$ cat src/rtl/mastermind_pkg.sv
// rtl/mastermind_pkg.sv - shared parameters, state encoding and slot helpers for the scorer
package mastermind_pkg;

  localparam int CW          = 3;
  localparam int SLOTS       = 4;
  localparam int NUM_COLORS  = 6;
  localparam int MAX_GUESSES = 6;

  localparam int CODE_W = SLOTS * CW;
  localparam int POS_W  = (SLOTS > 1) ? $clog2(SLOTS) : 1;
  localparam int CNT_W  = 3;

  localparam logic [POS_W-1:0] LAST_POS  = POS_W'(SLOTS - 1);
  localparam logic [CW-1:0]    LAST_COL  = CW'(NUM_COLORS - 1);
  localparam logic [CNT_W-1:0] SLOTS_CNT = CNT_W'(SLOTS);
  localparam logic [CNT_W-1:0] MAX_CNT   = CNT_W'(MAX_GUESSES);

  typedef enum logic [2:0] {IDLE, EXACT, COLOR, DONE, OVER} state_t;

  // Colour code held in slot idx of a packed code word (slot0 in the LSBs).
  function automatic logic [CW-1:0] slot_of(input logic [CODE_W-1:0] word,
                                            input logic [POS_W-1:0]  idx);
    return word[idx*CW +: CW];
  endfunction

  function automatic logic code_legal(input logic [CW-1:0] code);
    return 32'(code) < NUM_COLORS;
  endfunction

  // A code word is legal only if every slot holds a legal colour.
  function automatic logic word_legal(input logic [CODE_W-1:0] word);
    logic ok;
    ok = 1'b1;
    for (int i = 0; i < SLOTS; i++) begin
      if (!code_legal(word[i*CW +: CW])) ok = 1'b0;
    end
    return ok;
  endfunction

endpackage

$ cat src/rtl/mastermind_color_hist.sv
// rtl/mastermind_color_hist.sv - per-colour occurrence counters for one code word
module mastermind_color_hist
  import mastermind_pkg::*;
(
  input  logic             CLK,
  input  logic             RESET,
  input  logic             clear,
  input  logic             inc,
  input  logic [CW-1:0]    inc_code,
  input  logic [CW-1:0]    rd_col,
  output logic [CNT_W-1:0] rd_cnt
);

  logic [CNT_W-1:0] cnt [NUM_COLORS];

  // Count one occurrence per inc; clear has priority and illegal codes never count.
  always_ff @(posedge CLK) begin
    if (!RESET || clear) begin
      for (int c = 0; c < NUM_COLORS; c++) cnt[c] <= '0;
    end else if (inc && code_legal(inc_code)) begin
      cnt[inc_code] <= cnt[inc_code] + CNT_W'(1);
    end
  end

  // Read port; out-of-range columns read as zero.
  always_comb begin
    rd_cnt = '0;
    if (code_legal(rd_col)) rd_cnt = cnt[rd_col];
  end

endmodule

$ cat src/rtl/mastermind_scorer.sv
// rtl/mastermind_scorer.sv - black/white scoring engine with guess count and win/lose tracking
module mastermind_scorer
  import mastermind_pkg::*;
(
  input  logic              CLK,
  input  logic              RESET,
  input  logic              load_secret,
  input  logic [CODE_W-1:0] secret_in,
  input  logic              start,
  input  logic [CODE_W-1:0] guess_in,
  output logic              busy,
  output logic              secret_valid,
  output logic              score_valid,
  output logic [CNT_W-1:0]  black_cnt,
  output logic [CNT_W-1:0]  white_cnt,
  output logic [CNT_W-1:0]  guess_count,
  output logic              win,
  output logic              lose,
  output logic              game_over
);

  state_t            state, next_state;
  logic [CODE_W-1:0] secret_q, guess_q;
  logic [POS_W-1:0]  pos;
  logic [CW-1:0]     col;
  logic [CNT_W-1:0]  black_acc, total_acc;
  logic              secret_ok, do_load, do_start, exact_step;
  logic [CW-1:0]     g_code, s_code;
  logic [CNT_W-1:0]  g_rd, s_rd, min_rd, next_count;
  logic              final_win, final_lose;

  assign secret_ok  = word_legal(secret_in);
  assign g_code     = slot_of(guess_q, pos);
  assign s_code     = slot_of(secret_q, pos);
  assign min_rd     = (g_rd < s_rd) ? g_rd : s_rd;
  assign next_count = (guess_count == MAX_CNT) ? guess_count : guess_count + CNT_W'(1);
  assign final_win  = (black_acc == SLOTS_CNT);
  assign final_lose = !final_win && (next_count == MAX_CNT);
  assign busy       = (state == EXACT) || (state == COLOR) || (state == DONE);
  assign game_over  = win | lose;

  mastermind_color_hist u_guess_hist (
    .CLK      (CLK),
    .RESET    (RESET),
    .clear    (do_start),
    .inc      (exact_step),
    .inc_code (g_code),
    .rd_col   (col),
    .rd_cnt   (g_rd)
  );

  mastermind_color_hist u_secret_hist (
    .CLK      (CLK),
    .RESET    (RESET),
    .clear    (do_start),
    .inc      (exact_step),
    .inc_code (s_code),
    .rd_col   (col),
    .rd_cnt   (s_rd)
  );

  // State register.
  always_ff @(posedge CLK) begin
    if (!RESET) state <= IDLE;
    else        state <= next_state;
  end

  // Next-state and command decode; load_secret always shadows start.
  always_comb begin
    next_state = state;
    do_load    = 1'b0;
    do_start   = 1'b0;
    exact_step = 1'b0;
    unique case (state)
      IDLE: begin
        if (load_secret) begin
          do_load = secret_ok;
        end else if (start && secret_valid) begin
          do_start   = 1'b1;
          next_state = EXACT;
        end
      end
      EXACT: begin
        exact_step = 1'b1;
        if (pos == LAST_POS) next_state = COLOR;
      end
      COLOR: begin
        if (col == LAST_COL) next_state = DONE;
      end
      DONE: begin
        next_state = (final_win || final_lose) ? OVER : IDLE;
      end
      OVER: begin
        if (load_secret && secret_ok) begin
          do_load    = 1'b1;
          next_state = IDLE;
        end
      end
      default: next_state = IDLE;
    endcase
  end

  // Datapath: secret/guess latches, accumulators, score and game status.
  always_ff @(posedge CLK) begin
    if (!RESET) begin
      secret_q     <= '0;
      guess_q      <= '0;
      pos          <= '0;
      col          <= '0;
      black_acc    <= '0;
      total_acc    <= '0;
      secret_valid <= 1'b0;
      score_valid  <= 1'b0;
      black_cnt    <= '0;
      white_cnt    <= '0;
      guess_count  <= '0;
      win          <= 1'b0;
      lose         <= 1'b0;
    end else begin
      score_valid <= 1'b0;
      if (do_load) begin
        secret_q     <= secret_in;
        secret_valid <= 1'b1;
        guess_count  <= '0;
        win          <= 1'b0;
        lose         <= 1'b0;
      end
      if (do_start) begin
        guess_q   <= guess_in;
        black_acc <= '0;
        total_acc <= '0;
        pos       <= '0;
        col       <= '0;
      end
      if (exact_step) begin
        pos <= pos + POS_W'(1);
        if ((g_code == s_code) && code_legal(g_code)) black_acc <= black_acc + CNT_W'(1);
      end
      if (state == COLOR) begin
        total_acc <= total_acc + min_rd;
        col       <= col + CW'(1);
      end
      if (state == DONE) begin
        black_cnt   <= black_acc;
        white_cnt   <= total_acc - black_acc;
        score_valid <= 1'b1;
        guess_count <= next_count;
        if (final_win)       win  <= 1'b1;
        else if (final_lose) lose <= 1'b1;
      end
    end
  end

endmodule

$ cat config.mk
export PLATFORM = sky130hd
export DESIGN_NAME = mastermind_scorer
export DESIGN_NICKNAME = d
export VERILOG_FILES = /design/src/rtl/mastermind_pkg.sv /design/src/rtl/mastermind_color_hist.sv /design/src/rtl/mastermind_scorer.sv
export SDC_FILE = /design/constraint.sdc
export NUM_CORES = 1
export LEC_CHECK = 0
export ABC_AREA = 1
export BUFFER_PORTS_ARGS = -buffer_cell sky130_fd_sc_hd__buf_2
export CORE_MARGIN = 2
export CORE_UTILIZATION = 60
export DETAILED_ROUTE_END_ITERATION = 16
export GPL_ROUTABILITY_DRIVEN = 0
export HOLD_SLACK_MARGIN = 0.03
export PLACE_DENSITY = 0.82
export SETUP_SLACK_MARGIN = 0.4
export SKIP_CTS_REPAIR_TIMING = 1
export SLEW_MARGIN = 20
export SYNTH_ARGS = -nofsm -noshare
export SYNTH_HDL_FRONTEND = slang
export SYNTH_SLANG_ARGS = --single-unit
$ cat constraint.sdc
create_clock -name CLK -period 4.14 [get_ports CLK]
set_clock_uncertainty 0.05 [all_clocks]
set_input_delay 0.414 -clock CLK [delete_from_list [all_inputs] [get_ports CLK]]
set_output_delay 0.414 -clock CLK [all_outputs]
set_load 0.05 [all_outputs]
Word level (Yosys, flattened, before mapping)
Memories as Yosys holds them, arrays and structs flattened. A register that Yosys moved wholly into a read port is not among the register bits.
Index checks and enable logic that the tools add are counted.
Widths: inputs -> output; s select.
{ "word_totals": {"register_bits": 51, "latch_bits": 0, "mem_bits_rw": 36, "romBits": 0, "input_bits": 28, "out_inout_bits": 15, "wordCells": 128, "n_memories": 2} }
{ "mem_list": {"columns": ["memory", "depth", "width", "rd", "rd_ports_with_merged_regs", "wr", "line", "rtl"], "rows": [
  ["u_guess_hist.cnt", 6, 3, 2, 1, 6, "mastermind_color_hist.sv:14", "logic [CNT_W-1:0] cnt [NUM_COLORS];"],
  ["u_secret_hist.cnt", 6, 3, 2, 1, 6, "mastermind_color_hist.sv:14", null]
]} }
{ "op_classes": {"n_addsub": 8, "multipliers": 1, "div_mod_pow": 0, "order_cmp": 8, "eq_ne": 15, "shifts": 2, "muxes": 58, "bitwise_logic": 1, "n_reduce_logical": 19} }
{ "ops": {"columns": ["cell", "count"], "rows": [
  ["$mux 3", 26],
  ["$mux 1", 28],
  ["$shiftx 12x5->3", 2],
  ["$lt 3x3->1 const B", 7],
  ["$add 3x1->3 const B", 5],
  ["$eq 3x3->1 const B", 5],
  ["$pmux 3 s5", 1],
  ["$eq 3x2->1 const B", 2],
  ["$logic_and 1x1->1", 6],
  ["$ne 2x2->1 const B", 3],
  ["$reduce_bool 2->1", 3],
  ["$reduce_or 3->1", 2],
  ["$reduce_and 5->1", 1],
  ["$logic_or 1x1->1", 4],
  ["$mul 2x2->4 const B", 1],
  ["$mux 2", 2],
  ["$ne 2x1->1 const B", 2],
  ["$add 3x3->3", 1],
  ["$eq 3x1->1 const B", 1],
  ["$eq 3x3->1", 1],
  ["$logic_not 3->1", 1],
  ["$lt 3x3->1", 1],
  ["$sub 3x3->3", 1],
  ["$add 2x1->2 const B", 1],
  ["other kinds (4)", 5]
]} }

Depth between registers and ports, before layout
{ "logic_depth": {"ltp_word": 12, "mapped_depth": 22, "depth_no_buf": 21} }

Cells and area by module
From an unflattened synthesis, not the netlist that was laid out.
{ "unflattened": {"hier_cells": 705, "hier_area_um2": 5489.0} }
{ "modules_own_cells": {"columns": ["module", "n_inst", "cells_each", "area_per_inst_um2", "seq_area_each_um2"], "rows": [
  ["mastermind_scorer", 1, 377, 2680.1, 1021.0],
  ["mastermind_color_hist at u_guess_hist", 1, 165, 1417.6, 720.7],
  ["mastermind_color_hist at u_secret_hist", 1, 163, 1391.3, 720.7]
]} }

Least setup slack after synthesis
OpenSTA, ideal clock, no wires.
{ "synth_path": {"kind": "register to register", "start": "reg (tool-made name)", "end": "reg total_acc[2]", "setup_time_ns": 0.132, "arrival_ns": 2.742, "required_ns": 3.958, "setup_slack_ns": 1.216, "stages_incl_launch_ff": 19, "n_path_buf": 2, "path_cell_list": "dfxtp_1 > buf_2 > clkbuf_1 > nand2_1 > nand3_1 > nand3_1 > nand3_1 > inv_1 > ha_1 > a21oi_1 > nand2_1 > nand2_1 > nand2_1 > ha_1 > fa_1 > xnor2_1 > nand3_1 > nand3_1 > a21oi_1"} }
{ "synth_lines": {"columns": ["element", "line", "rtl"], "rows": [
  ["end signal, assigned", "mastermind_scorer.sv:140", "total_acc <= total_acc + min_rd;"],
  ["end, declared", "mastermind_scorer.sv:26", "logic [CNT_W-1:0] black_acc, total_acc;"]
]} }

==> flow_summary_export.csv <==
group,metric,value,unit
final_layout,regArea,2520,um2
routing,detail_route.first_pass.iterations,5,
job,maxCapViolations,0,
timing,timing.final.crit_period,3.34,ns
synthesis,yosysSeqAreaShare,44.8,%
timing,tightest_slew,0.816,ns
clocking,clock_tree.buffer_depth,2,
clocking,clkTransAtPathRegs,0.10,ns
floorplanning,die-height,101,um
clocking,clockRootBuffer,"clkbuf_8",
floorplanning,die_area,10200,um2
timing,setup_tns,0,ns
synthesis,syn_area,5630,um2
final_layout,syn2layout_area_growth,8.14,%
power_and_ir_drop,p_leak,2.64,nW
power_and_ir_drop,cell_internal_pwr,1.74,mW
routing,drt-total-wl,12.7,mm
power_and_ir_drop,comb_power_share,33.3,%
synthesis,synth-main-ff-cell,"dfxtp_1",
timing,rsz0062_at_grt,"false",
status,outcome,"completed",
floorplanning,core_area,9150,um2
synthesis,synth_enable_flop_cells,48,
synthesis,synth_common_cells,"nand2_1 (162), nor2_1 (95), inv_1 (62)",
synthesis,synth_area_per_cell,7.88,um2
timing,slew_viol_final,0,
clocking,cts_max_level,3,
floorplanning,io_pins,43,
global_route,first_global_vias,4699,
final_layout,fillCellCount,759,
clocking,cts_inserted_buffers,9,
timing,max_freq,300,MHz
place,hpwl,9.57,mm
critical_path,worstSetupPathType,"reg -> reg",
global_route,antenna_found_initial,0,
global_route,grt_max_degree,29,
critical_path,worstPathArrival,3.58,ns
timing,finalCritPeriodShare,80.6,%
critical_path,required,4.39,ns
global_route,grt-ovfl-total,0,
critical_path,crit_fanout,20,
power_and_ir_drop,swShare,38.2,%
global_route,grt_pass1_wl,21.4,mm
global_route,track_usage,26.4,%
synthesis,synth_top_area_share,25.6,%
power_and_ir_drop,power,2.82,mW
floorplanning,initial_utilization,61.5,%
min_path,hold_path.class,"in -> reg",
clocking,cts_tree,"built",
synthesis,yosysMostFrequentCell,"nand2_1",
synthesis,ys_ff_latch,102,
synthesis,netlist_top_cells_area,"edfxtp_1 (26%), dfxtp_1 (19%), nand2_1 (11%)",
final_layout,fin_nets,799,
synthesis,synthCells,714,
routing,via_per_inst,5.64,
synthesis,async_flop_share,0,%
place,port_buffers,42,
final_layout,drive_gt1_share,16.4,%
power_and_ir_drop,peakVddDrop,0.000254,V
critical_path,end_kind,"flop",
critical_path,cp-start-kind,"flop",
routing,wl_per_cell,14.6,um
floorplanning,fp.dieW,101,um
routing,drc,0,
power_and_ir_drop,pwr-share-seq,45.0,%
floorplanning,num_rows,35,
clocking,cts_sinks,102,
power_and_ir_drop,pwr-share-clk,21.7,%
synthesis,yosysTopAreaCell,"edfxtp_1",
power_and_ir_drop,power.switching,1.08,mW
clocking,clk_latency,0.37,ns
synthesis,ys_warn_count,0,
timing,hold_violations,0,
synthesis,yosys.cell_types.count,42,
routing,drt_iter0_drc,348,
routing,ant_nets,0,
routing,via_count,4921,
final_layout,antennaDiodeCount,0,
timing,slew_headroom,45.5,%
final_layout,multi_input_area,2710,um2
timing,finalSetupViolations,0,
power_and_ir_drop,power.density,464,nW/um2
[registers in the layout (all words and copies together) (netlist names), named ones only]
signal             cells
guess_q               12
win                    1
secret_valid           1
black_acc              3
u_guess_hist.cnt      24
secret_q              12
white_cnt              3
col                    3
state                  3
u_secret_hist.cnt     24
black_cnt              3
pos                    2
total_acc              3
guess_count            3
lose                   1
score_valid            1
[worst max-delay path, stage by stage (launching register included)]
cell     delay, ns
dfxtp_1       0.32
inv_1         0.39
nand2_1       0.12
nand2_1       0.09
nand2_1       0.05
nand3_1       0.11
nand3_1       0.08
ha_1          0.32
a21oi_1       0.34
nand2_1       0.13
nand2_1       0.07
nand2_1       0.05
ha_1          0.19
fa_1          0.38
xnor2_1       0.19
inv_1         0.07
nand2_1       0.08
nand3_1       0.08
a21oi_1       0.16
[logic make-up after synthesis]
family / count (synthesis) / share of synthesized area (%)
AOI/OAI and AO/OA: 120 / 11.7
xor gates and xnor gates: 8 / 1.25
adders and majority gates: 15 / 3.60
buffers and inverters: 99 / 7.80
DFF: 102 / 44.8
other: 1 / 0.0666
and+or+nand+nor: 369 / 30.8
[final timing paths]
| check | endpoint | cells past startpoint | slack (ns) | startpoint |
|---|---|---|---|---|
| worst max-delay path | total_acc[2]$_SDFFE_PN0N_ | 18 | 0.80 | flop |
| worst min-delay path | guess_q[7]$_SDFFE_PN0P_ | 3 | 0.21 | guess_in[7] |
| worst max register to register | total_acc[2]$_SDFFE_PN0N_ | 18 | 0.80 | flop |
| worst min register to register | secret_q[10]$_SDFFE_PN0P_ | 2 | 0.42 | secret_q[10]$_SDFFE_PN0P_ |
[layer usage]
metal  vias to the layer above  part of all wire (%)  global-route usage (%)
met3                        25                   6.9                    5.27
li1                       2417                     -                       -
met5                         -                     0                       0
met1                      2283                    43                    34.5
met4                         0                   1.8                    8.85
met2                       196                    48                    43.9
[cell usage in the layout (no fill, tap or decap), types with 4 or more instances in the layout]
master,netlist,routed
nand3_2,14,14
nor2_1,95,95
buf_4,0,4
ha_1,13,13
edfxtp_1,48,48
a21oi_1,45,45
inv_2,7,7
nand2_4,6,6
dfxtp_1,54,53
inv_1,62,62
nor2_2,5,5
o21ai_0,55,55
nor2_4,5,5
o211ai_1,10,10
conb_1,1,12
clkbuf_8,0,10
xor2_1,4,4
inv_4,3,4
nand3_1,54,54
xnor2_1,4,4
buf_2,3,42
nand2_2,16,16
nand2_1,162,162
[power groups by stage]
stage | registers [mW] | clock network (mW) | logic, mW
detailed placement | 1.29 | 0 | 0.925
global route | 1.28 | 0.666 | 1.06
finish | 1.27 | 0.613 | 0.939
CTS | 1.27 | 0.627 | 0.930
global placement | 1.28 | 0 | 0.885
floorplan | 1.26 | 0 | 0.766
[per-stage QoR]
step                      setup slack, ns  std cells  hold WS (ns)  cell area, um2  util [%]
after floorplan                      1.22        725         0.379            5670         -
after global placement              0.969        856         0.403            5890      64.3
after detailed placement            0.787        856         0.407            5890      64.3
after CTS                           0.761        872         0.193            6080      66.5
after global routing                0.506        872         0.202            6080      66.5
final                               0.804        872         0.214            6080      66.5
[area by class of cell]
type | count | area share (%)
Clock inverter | 4 | 0.452
Tap cell | 111 | 2.28
Clock buffer | 12 | 2.73
Multi-Input combinational cell | 524 | 44.5
Timing Repair Buffer | 46 | 3.95
Sequential cell | 102 | 41.5
Inverter | 73 | 4.63
(Power assumes the default switching activity.)
